===== src/rtl/a2d_req_arbiter_if.sv =====
// a2d_req_arbiter_if: requester-side and A2D-side signals of the arbiter.
// master = requesters plus A2D front end, slave = arbiter.
interface a2d_req_arbiter_if #(
  parameter int NUM_REQ = 2
) ();
  logic [NUM_REQ-1:0]   req;
  logic [3*NUM_REQ-1:0] req_chnnl;
  logic [NUM_REQ-1:0]   gnt;
  logic [NUM_REQ-1:0]   done;
  logic [11:0]          res;
  logic                 busy;
  logic                 tmo;
  logic                 strt_cnv;
  logic [2:0]           chnnl;
  logic                 cnv_cmplt;
  logic [11:0]          A2D_res;

  modport master (
    output req, req_chnnl, cnv_cmplt, A2D_res,
    input  gnt, done, res, busy, tmo, strt_cnv, chnnl
  );

  modport slave (
    input  req, req_chnnl, cnv_cmplt, A2D_res,
    output gnt, done, res, busy, tmo, strt_cnv, chnnl
  );
endinterface


===== src/rtl/a2d_req_arbiter.sv =====
// a2d_req_arbiter: round-robin sharing of one A2D converter between requesters.
// Define A2D_ARB_TIMEOUT_EN to abandon a conversion after TIMEOUT_CYC WAIT cycles.
module a2d_req_arbiter #(
  parameter int NUM_REQ     = 2,
  parameter int TIMEOUT_CYC = 1024
) (
  input logic          clk,
  input logic          rst_n,
  a2d_req_arbiter_if.slave bus
);
  localparam int IW = (NUM_REQ > 2) ? 2 : 1;
  localparam int LP_W = IW + 1;
  localparam logic [LP_W-1:0] LP_NR = LP_W'(NUM_REQ);

  typedef enum logic [1:0] {
    S_IDLE,
    S_START,
    S_WAIT,
    S_DONE
  } state_t;

  state_t r_state;
  state_t w_state_nxt;

  logic [IW-1:0]      r_owner;
  logic [IW-1:0]      r_last;
  logic [IW-1:0]      w_pick;
  logic [IW-1:0]      w_owner_nxt;
  logic [LP_W-1:0]    w_idx;
  logic               w_found;
  logic               w_tmo_hit;
  logic [NUM_REQ-1:0] r_gnt;
  logic [NUM_REQ-1:0] r_done;
  logic [NUM_REQ-1:0] w_gnt_nxt;
  logic [NUM_REQ-1:0] w_done_nxt;
  logic [2:0]         r_chnnl;
  logic [11:0]        r_res;
  logic               r_busy;
  logic               r_strt;

  // scan starts one past the last owner so every requester gets a turn
  always_comb begin
    w_pick  = '0;
    w_found = 1'b0;
    w_idx   = '0;
    for (int k = 1; k <= NUM_REQ; k++) begin
      w_idx = {1'b0, r_last} + LP_W'(k);
      if (w_idx >= LP_NR) w_idx = w_idx - LP_NR;
      if (!w_found && bus.req[w_idx[IW-1:0]]) begin
        w_found = 1'b1;
        w_pick  = w_idx[IW-1:0];
      end
    end
  end

  always_ff @(posedge clk or negedge rst_n) begin
    if (!rst_n) r_state <= S_IDLE;
    else        r_state <= w_state_nxt;
  end

  always_comb begin
    w_state_nxt = r_state;
    unique case (r_state)
      S_IDLE:  if (w_found) w_state_nxt = S_START;
      S_START: w_state_nxt = S_WAIT;
      S_WAIT:  if (bus.cnv_cmplt || w_tmo_hit) w_state_nxt = S_DONE;
      S_DONE:  w_state_nxt = S_IDLE;
      default: w_state_nxt = S_IDLE;
    endcase
  end

  always_comb begin
    w_owner_nxt = (r_state == S_IDLE) ? w_pick : r_owner;
    w_gnt_nxt   = '0;
    w_done_nxt  = '0;
    if (w_state_nxt != S_IDLE) w_gnt_nxt[w_owner_nxt] = 1'b1;
    if (w_state_nxt == S_DONE) w_done_nxt[w_owner_nxt] = 1'b1;
  end

  always_ff @(posedge clk or negedge rst_n) begin
    if (!rst_n) begin
      r_gnt   <= '0;
      r_done  <= '0;
      r_busy  <= 1'b0;
      r_strt  <= 1'b0;
      r_owner <= '0;
      r_last  <= IW'(NUM_REQ - 1);
      r_chnnl <= '0;
      r_res   <= '0;
    end else begin
      r_gnt  <= w_gnt_nxt;
      r_done <= w_done_nxt;
      r_busy <= (w_state_nxt != S_IDLE);
      r_strt <= (w_state_nxt == S_START);
      if (r_state == S_IDLE && w_found) begin
        r_owner <= w_pick;
        r_chnnl <= bus.req_chnnl[3*int'(w_pick) +: 3];
      end
      if (r_state == S_WAIT && bus.cnv_cmplt) r_res <= bus.A2D_res;
      if (r_state == S_DONE) r_last <= r_owner;
    end
  end

`ifdef A2D_ARB_TIMEOUT_EN
  localparam int LOG_TMO = $clog2(TIMEOUT_CYC);
  localparam int CW = (LOG_TMO > 10) ? LOG_TMO : 10;

  logic [CW-1:0] r_cnt;
  logic          r_tmo;

  // counter sits at zero outside WAIT, so it is clear on WAIT entry
  always_ff @(posedge clk or negedge rst_n) begin
    if (!rst_n) begin
      r_cnt <= '0;
      r_tmo <= 1'b0;
    end else begin
      if (r_state != S_WAIT) r_cnt <= '0;
      else                   r_cnt <= r_cnt + 1'b1;
      r_tmo <= w_tmo_hit && !bus.cnv_cmplt;
    end
  end

  assign w_tmo_hit = (r_state == S_WAIT) &&
                     (r_cnt == CW'(TIMEOUT_CYC - 1));
  assign bus.tmo   = r_tmo;
`else
  assign w_tmo_hit = 1'b0;
  assign bus.tmo   = 1'b0;
`endif

  assign bus.gnt      = r_gnt;
  assign bus.done     = r_done;
  assign bus.res      = r_res;
  assign bus.busy     = r_busy;
  assign bus.strt_cnv = r_strt;
  assign bus.chnnl    = r_chnnl;
endmodule

===== src/flat_wrapper.sv =====
// flat-port wrapper written by rule: the top's interface ports become plain ports
module a2d_req_arbiter_flat 
#(
  parameter int NUM_REQ     = 2,
  parameter int TIMEOUT_CYC = 1024
)
  (clk, rst_n, bus_req, bus_req_chnnl, bus_cnv_cmplt, bus_A2D_res, bus_gnt, bus_done, bus_res, bus_busy, bus_tmo, bus_strt_cnv, bus_chnnl);
  a2d_req_arbiter_if #(.NUM_REQ(NUM_REQ)) bus_i ();
  input logic clk;
  input logic rst_n;
  input wire logic [$bits(bus_i.req)-1:0] bus_req;
  input wire logic [$bits(bus_i.req_chnnl)-1:0] bus_req_chnnl;
  input wire logic [$bits(bus_i.cnv_cmplt)-1:0] bus_cnv_cmplt;
  input wire logic [$bits(bus_i.A2D_res)-1:0] bus_A2D_res;
  output wire logic [$bits(bus_i.gnt)-1:0] bus_gnt;
  output wire logic [$bits(bus_i.done)-1:0] bus_done;
  output wire logic [$bits(bus_i.res)-1:0] bus_res;
  output wire logic [$bits(bus_i.busy)-1:0] bus_busy;
  output wire logic [$bits(bus_i.tmo)-1:0] bus_tmo;
  output wire logic [$bits(bus_i.strt_cnv)-1:0] bus_strt_cnv;
  output wire logic [$bits(bus_i.chnnl)-1:0] bus_chnnl;
  assign bus_i.req = bus_req;
  assign bus_i.req_chnnl = bus_req_chnnl;
  assign bus_i.cnv_cmplt = bus_cnv_cmplt;
  assign bus_i.A2D_res = bus_A2D_res;
  assign bus_gnt = bus_i.gnt;
  assign bus_done = bus_i.done;
  assign bus_res = bus_i.res;
  assign bus_busy = bus_i.busy;
  assign bus_tmo = bus_i.tmo;
  assign bus_strt_cnv = bus_i.strt_cnv;
  assign bus_chnnl = bus_i.chnnl;
  a2d_req_arbiter #(.NUM_REQ(NUM_REQ), .TIMEOUT_CYC(TIMEOUT_CYC)) u_core (.clk(clk), .rst_n(rst_n), .bus(bus_i));
endmodule

===== config.mk =====
export PLATFORM = sky130hd
export DESIGN_NAME = a2d_req_arbiter_flat
export DESIGN_NICKNAME = d
export VERILOG_FILES = /design/src/rtl/a2d_req_arbiter_if.sv /design/src/rtl/a2d_req_arbiter.sv /design/src/flat_wrapper.sv
export SDC_FILE = /design/constraint.sdc
export NUM_CORES = 1
export LEC_CHECK = 0
export ABC_CLOCK_PERIOD_IN_PS = 1400
export BUFFER_PORTS_ARGS = -buffer_cell sky130_fd_sc_hd__buf_2
export CORE_MARGIN = 5
export CORE_UTILIZATION = 35
export DETAILED_ROUTE_END_ITERATION = 8
export GPL_TIMING_DRIVEN = 0
export PLACE_DENSITY_LB_ADDON = 0.2
export SYNTH_ARGS = -nofsm -noshare
export SYNTH_HDL_FRONTEND = slang
export SYNTH_SLANG_ARGS = --single-unit

===== constraint.sdc =====
create_clock -name clk -period 1.4 [get_ports clk]
set_input_delay 0.28 -clock clk [delete_from_list [all_inputs] [get_ports clk]]
set_output_delay 0.28 -clock clk [all_outputs]
set_load 0.005 [all_outputs]

### Word-level counts from Yosys, hierarchy flattened

Index checks and enable logic that the tools add are counted.

| storage, ports and cells | value |
|---|---|
| register bits after elaboration | 25 |
| latch bits | 0 |
| RAM bits | 0 |
| bits in read-only memories | 0 |
| logic and storage cells | 51 |
| memories | 0 |

| cells by class | value |
|---|---|
| add/subtract/negate cells | 4 |
| multiply operators | 1 |
| divide/modulo/power cells | 0 |
| order comparisons | 6 |
| eq/ne operators | 5 |
| shift-type cells | 1 |
| multiplexer cells | 18 |
| bitwise gates (word level) | 0 |
| reduce and logical (&&, ||, !) cells | 7 |

Operators by type and width:

| kind | count |
|---|---|
| $shiftx 6x32->3 | 1 |
| $mux 1 | 12 |
| $mux 2 | 4 |
| $pmux 2 s4 | 1 |
| $eq 2x2->1 const B | 3 |
| $lt 1x2->1 const B | 3 |
| $eq 2x1->1 const B | 2 |
| $ge 2x2->1 const B | 2 |
| $logic_and 1x1->1 | 4 |
| $mul 2x1->3 const A | 1 |
| $add 1x1->2 const B | 1 |
| $add 1x2->2 const B | 1 |
| $logic_not 2->1 | 1 |
| $reduce_bool 2->1 | 1 |
| $sub 1x1->1 const B | 2 |
| $demux 1 s1 | 1 |
| $ge 1x1->1 const B | 1 |
| $logic_not 1->1 | 1 |

### Longest topological paths before layout

| depth | value |
|---|---|
| depth after elaboration | 15 |
| mapped depth | 5 |
| mapped depth without buffers | 5 |

### Least setup slack after synthesis

No wires, ideal clock.

| timing path | value |
|---|---|
| path type | reg2reg |
| start point | register u_core.r_state[0] |
| end point | register u_core.r_res[0], in the netlist u_core.bus.res[0] |
| library setup time | 0.125 ns |
| arrival time | 1.324 ns |
| data required time | 1.275 ns |
| setup slack | -0.048 ns |
| cell stages (with the launch flop) | 6 |
| path buffers | 1 |
| period minus slack after synthesis | 1.448 ns |
| cells stage by stage | dfrtp_1 inv_1 ha_1 nand2_1 buf_2 mux2_2 |

| between the ends | value |
|---|---|
| word-level cells in the longest chain between the ends | 2 |

Ends and longest elaborated chain:

| what | line | text |
|---|---|---|
| start, declared | a2d_req_arbiter.sv:22 | `state_t r_state;` |
| start signal, assigned | a2d_req_arbiter.sv:58 | `else r_state <= w_state_nxt;` |
| $eq 2x2->1 | a2d_req_arbiter.sv:99 | `if (r_state == S_WAIT && bus.cnv_cmplt) r_res <= bus.A2D_res;` |
| $logic_and 1x1->1 | a2d_req_arbiter.sv:99 |  |
| end signal, assigned | a2d_req_arbiter.sv:99 |  |
| end, declared | a2d_req_arbiter.sv:37 | `logic [11:0] r_res;` |

No other way between the ends.
A chain may end at the register's enable or synchronous reset.

### Final worst setup path

| timing path | value |
|---|---|
| start point | register u_core.r_state[0] |
| end point | register u_core.r_done[1], in the netlist u_core.bus.done[1] |

| between the ends | value |
|---|---|
| word-level cells in the longest chain between the ends | 7 |
| elaborated cells between the ends (all ways) | 15 |

Ends and longest elaborated chain:

| what | line | text |
|---|---|---|
| $logic_not 2->1 | a2d_req_arbiter.sv:63, a2d_req_arbiter.sv:73 |  |
| $mux 1 | a2d_req_arbiter.sv:73 | `w_owner_nxt = (r_state == S_IDLE) ? w_pick : r_owner;` |
| $lt 1x2->1 (implied by the code) / $ge 1x1->1 (equally long branches) | a2d_req_arbiter.sv:77 | `if (w_state_nxt == S_DONE) w_done_nxt[w_owner_nxt] = 1'b1;` |
| $logic_and 1x1->1 (implied by the code) | a2d_req_arbiter.sv:77 |  |
| $mux 1 (implied by the code) | a2d_req_arbiter.sv:77 |  |
| $demux 1 s1 | -- |  |
| $mux 2 * | a2d_req_arbiter.sv:77 |  |
| named net u_core.w_done_nxt[1] | a2d_req_arbiter.sv:35 | `logic [NUM_REQ-1:0] w_done_nxt;` |
| end signal, assigned | a2d_req_arbiter.sv:92 | `r_done <= w_done_nxt;` |
| end, declared | a2d_req_arbiter.sv:33 | `logic [NUM_REQ-1:0] r_done;` |

The timed path passes the listed nets; every way through them passes the cells marked *.

==> impl_summary.log <==
[metrics] relative slew slack: between 60% and 70%
[metrics] wire length of the first global-routing pass: around 3400 um
[metrics] initial core utilization: approximately 37%
[metrics] share of the cycle needed by the critical path after routing: 99.7%
[metrics] cells along the critical path: inv_2 > ha_1 > mux2_2 > and3_1
[metrics] FMAX: 716 MHz
[metrics] net load switching power: slightly below 1 mW
[metrics] final WL: 1960 um
[metrics] post-route non-filler standard cell count: 156
[metrics] post-synthesis cell area: 1040 um2
[metrics] critical-path maximum fanout: 4
[metrics] Logic pwr share: between 40% and 50%
[metrics] minimum clock period: 1.40 ns
[metrics] proportion of total power due to net switching: 33.3%
[metrics] # nets final: ~150
[metrics] sum of internal, switching and leakage power: 2.94 mW
[metrics] Longest Clk Path Bufs: 2
[metrics] die outline height: around 64 um
[metrics] final count of negative-setup-slack endpoints: 0
[metrics] maximum number of pins on one net before global-route repair: 26
[metrics] H-tree levels: 1
[metrics] RSZ-0062 raised after global routing: true
[metrics] final worst hold slack: roughly 0.18 ns
[metrics] clock latency at the later pin of the worst-skew pair: 0.31 ns
[metrics] category of the worst setup path capture point: flip-flop
[metrics] Multi-input gate area: 407 um2
[metrics] Pwr Density: 2120 nW/um2
[metrics] Finished Cell Area: 1380 um2
[metrics] worst setup path category: reg -> reg
[metrics] antenna diode count: 0
[metrics] Tightest Pin Transition: 0.542 ns
[metrics] cell accounting for the most synthesized area: dfrtp_1
[metrics] final count of pins violating max slew: 0
[metrics] antenna violations before repair: 0
[metrics] GRT Overall Usage: 10.4%
[metrics] syn avg cell area: 14.2 um2
[metrics] number of distinct library cell variants in the gate-level netlist after synthesis: 20
[metrics] net count after synthesis: 100
[metrics] register area: 627 um2
[metrics] commonest cells after routing, fill and taps aside: buf_2, dfrtp_1, mux2_2
[metrics] flop and latch count out of synthesis: 25
[metrics] most common cell after layout, fill and taps aside: buf_2
[metrics] cell count after synthesis: 73
[metrics] relative contribution of the clock network to total power: 10.9%
[metrics] sum of overflow across all layers after global routing: 0
[metrics] critical path data required time: roughly 1.6 ns
[metrics] antenna-violating nets left: 0
[metrics] DP Area: 1290 um2
[metrics] die extent in x: ~64 um
[metrics] clock tree from TritonCTS: done
[metrics] Largest stage delay, worst path: between 0.4 and 0.5 ns
[metrics] clock transition at the registers of the reported paths: between 0.1 and 0.15 ns
[metrics] total internal power: 1.96 mW
[metrics] hold violation count in the final report: 0
[metrics] relative contribution of sequential cells to total power: between 40% and 50%
[metrics] routed vias: around 730
[metrics] final standard cell utilization of the core: around half
[metrics] I/O pin count: between 40 and 50
[metrics] number of warning messages in the yosys log: 0
[metrics] area enclosed by the die boundary: 4150 um2
[metrics] setup_tns: 0 ns
[metrics] Worst setup SP type: flip-flop
[metrics] classification of the worst-slack hold path: in -> reg
[metrics] P&R area growth vs syn: 33.6%
[metrics] # placed instances: 147
[metrics] master of the slowest instance on the critical path: dfrtp_1
[metrics] area fraction of the dominant cell type after synthesis: 58.0%
[metrics] run status: complete, no violations
[metrics] IO Port Bufs: 43
[metrics] Core ar.: about 2800 um2
[metrics] first drt pass iteration count: 1
[metrics] Maximum Capacitance Violations: 0
[metrics] fill cell total of the finished layout: 270
[metrics] number of global-route vias before repair: 778
[metrics] fraction of layout cells with a size suffix above 1: 60.0%
[metrics] cell row count: 19
[metrics] half-perimeter wire length after detailed placement: 1500 um
[metrics] post-route DRC violation count: 0
[metrics] clk sinks: 25
[metrics] root buffer cell: clkbuf_4
[metrics] Place WS: -0.103 ns
[metrics] top post-synthesis cells by area: dfrtp_1, mux2_2, ha_1
[metrics] number of buffers added by the clock tree synthesis step: 3
[metrics] total leakage power: 0.694 nW
[metrics] PnR worst setup slack: roughly 0.0037 ns
[metrics] sequential fraction of the synthesis area: approximately 61%
[metrics] Detailed Route Iter0 Violations: 0
[metrics] gpl congestion: 0.707
[metrics] kind of cell adding the most delay to the critical path: flip-flops
[metrics] WL per Instance: around 13 um
[metrics] average vias per placed instance: 4.65
[metrics] largest vdd supply drop: 0.964 mV
[metrics] buffer and inverter count on the worst path: 1
[metrics] worst endpoint data arrival time: 1.61 ns
[metrics] final setup skew: 0.00603 ns
[power groups by stage]
stage / sequential [mW] / clock, mW / combinational (mW)
finish: 1.24 / 0.320 / 1.38
global route: 1.31 / 0.369 / 1.54
CTS: 1.24 / 0.342 / 1.39
detailed placement: 1.26 / 0 / 1.27
global placement: 1.25 / 0 / 1.23
floorplan: 1.29 / 0 / 0.746
[cells by family after synthesis]
family | count (synthesis) | share of synthesized area, %
other | 1 | 0.362
AND/OR/NAND/NOR | 13 | 6.28
buffers and inverters | 4 | 1.93
multiplexers | 18 | 19.1
AO/OA/AOI/OAI | 8 | 7.00
flip-flops | 25 | 60.5
adder cells (fa/ha/maj) | 4 | 4.83
[worst reg2reg max path, delay by kind of cell (launching register included)]
family	cells	cell delay (ns)
flops	1	0.42
mux	1	0.36
fa+ha+maj	1	0.24
simple gates	1	0.16
buf+inv	1	0.11
[synth_stat cells, drive strengths merged]
cell,count
mux2i,4
nor3,1
dfrtp,24
nor2b,1
nor2,2
mux2,14
a311oi,1
and3,2
o21ai,4
dfstp,1
inv,2
buf,2
nand2,6
ha,4
or2,1
o21a,2
a21boi,1
conb,1
[per-layer routing]
metal / GRT usage (%) / vias to the layer above / part of all wire, %
met1: 10.6 / 347 / 36
met3: 4.03 / 2 / 9.6
li1: - / 353 / -
met2: 19.1 / 24 / 54
met4: 3.96 / 0 / 0.87
met5: 0 / - / 0
[final cells by class]
type                    instances  area share (%)
multi-input cells              44            29.4
flip-flops and latches         25            45.3
repair buffers                 48            18.4
inverters                       2           0.542
clock buffers                   3            1.63
clock inverters                 1           0.542
well taps                      31            2.80
plain buffers                   2            1.36
[registers in the layout, summed over array words and instances (netlist names)]
register	cells
u_core.bus.busy	1
u_core.bus.res	12
u_core.r_last	1
u_core.r_owner	1
u_core.r_state	2
u_core.bus.done	2
u_core.bus.gnt	2
u_core.bus.chnnl	3
u_core.bus.strt_cnv	1
[what timing repair did]
action / CTS / global route
setup buffers: 3 / 1
resized for setup: 4 / 1
hold endpoints to repair: 24 / 0
hold buffers: 1 / 0
pin swaps: 3 / 2
endpoints found under the setup margin: 16 / 17
[worst paths after layout]
check	start	end	slack, ns	cells after the start
worst max-delay path	u_core.r_state[0]	u_core.bus.done[1]	0.004	4
worst min-delay path	bus_A2D_res[10]	u_core.bus.res[10]	0.18	2
worst max register to register	u_core.r_state[0]	u_core.bus.done[1]	0.004	4
worst min register to register	u_core.bus.chnnl[2]	u_core.bus.chnnl[2]	0.49	2
max in group asynchronous	rst_n	u_core.r_last	0.57	2
min in group asynchronous	rst_n	u_core.bus.chnnl[1]	0.46	2
No activity file was read; power rests on OpenSTA's default activity.
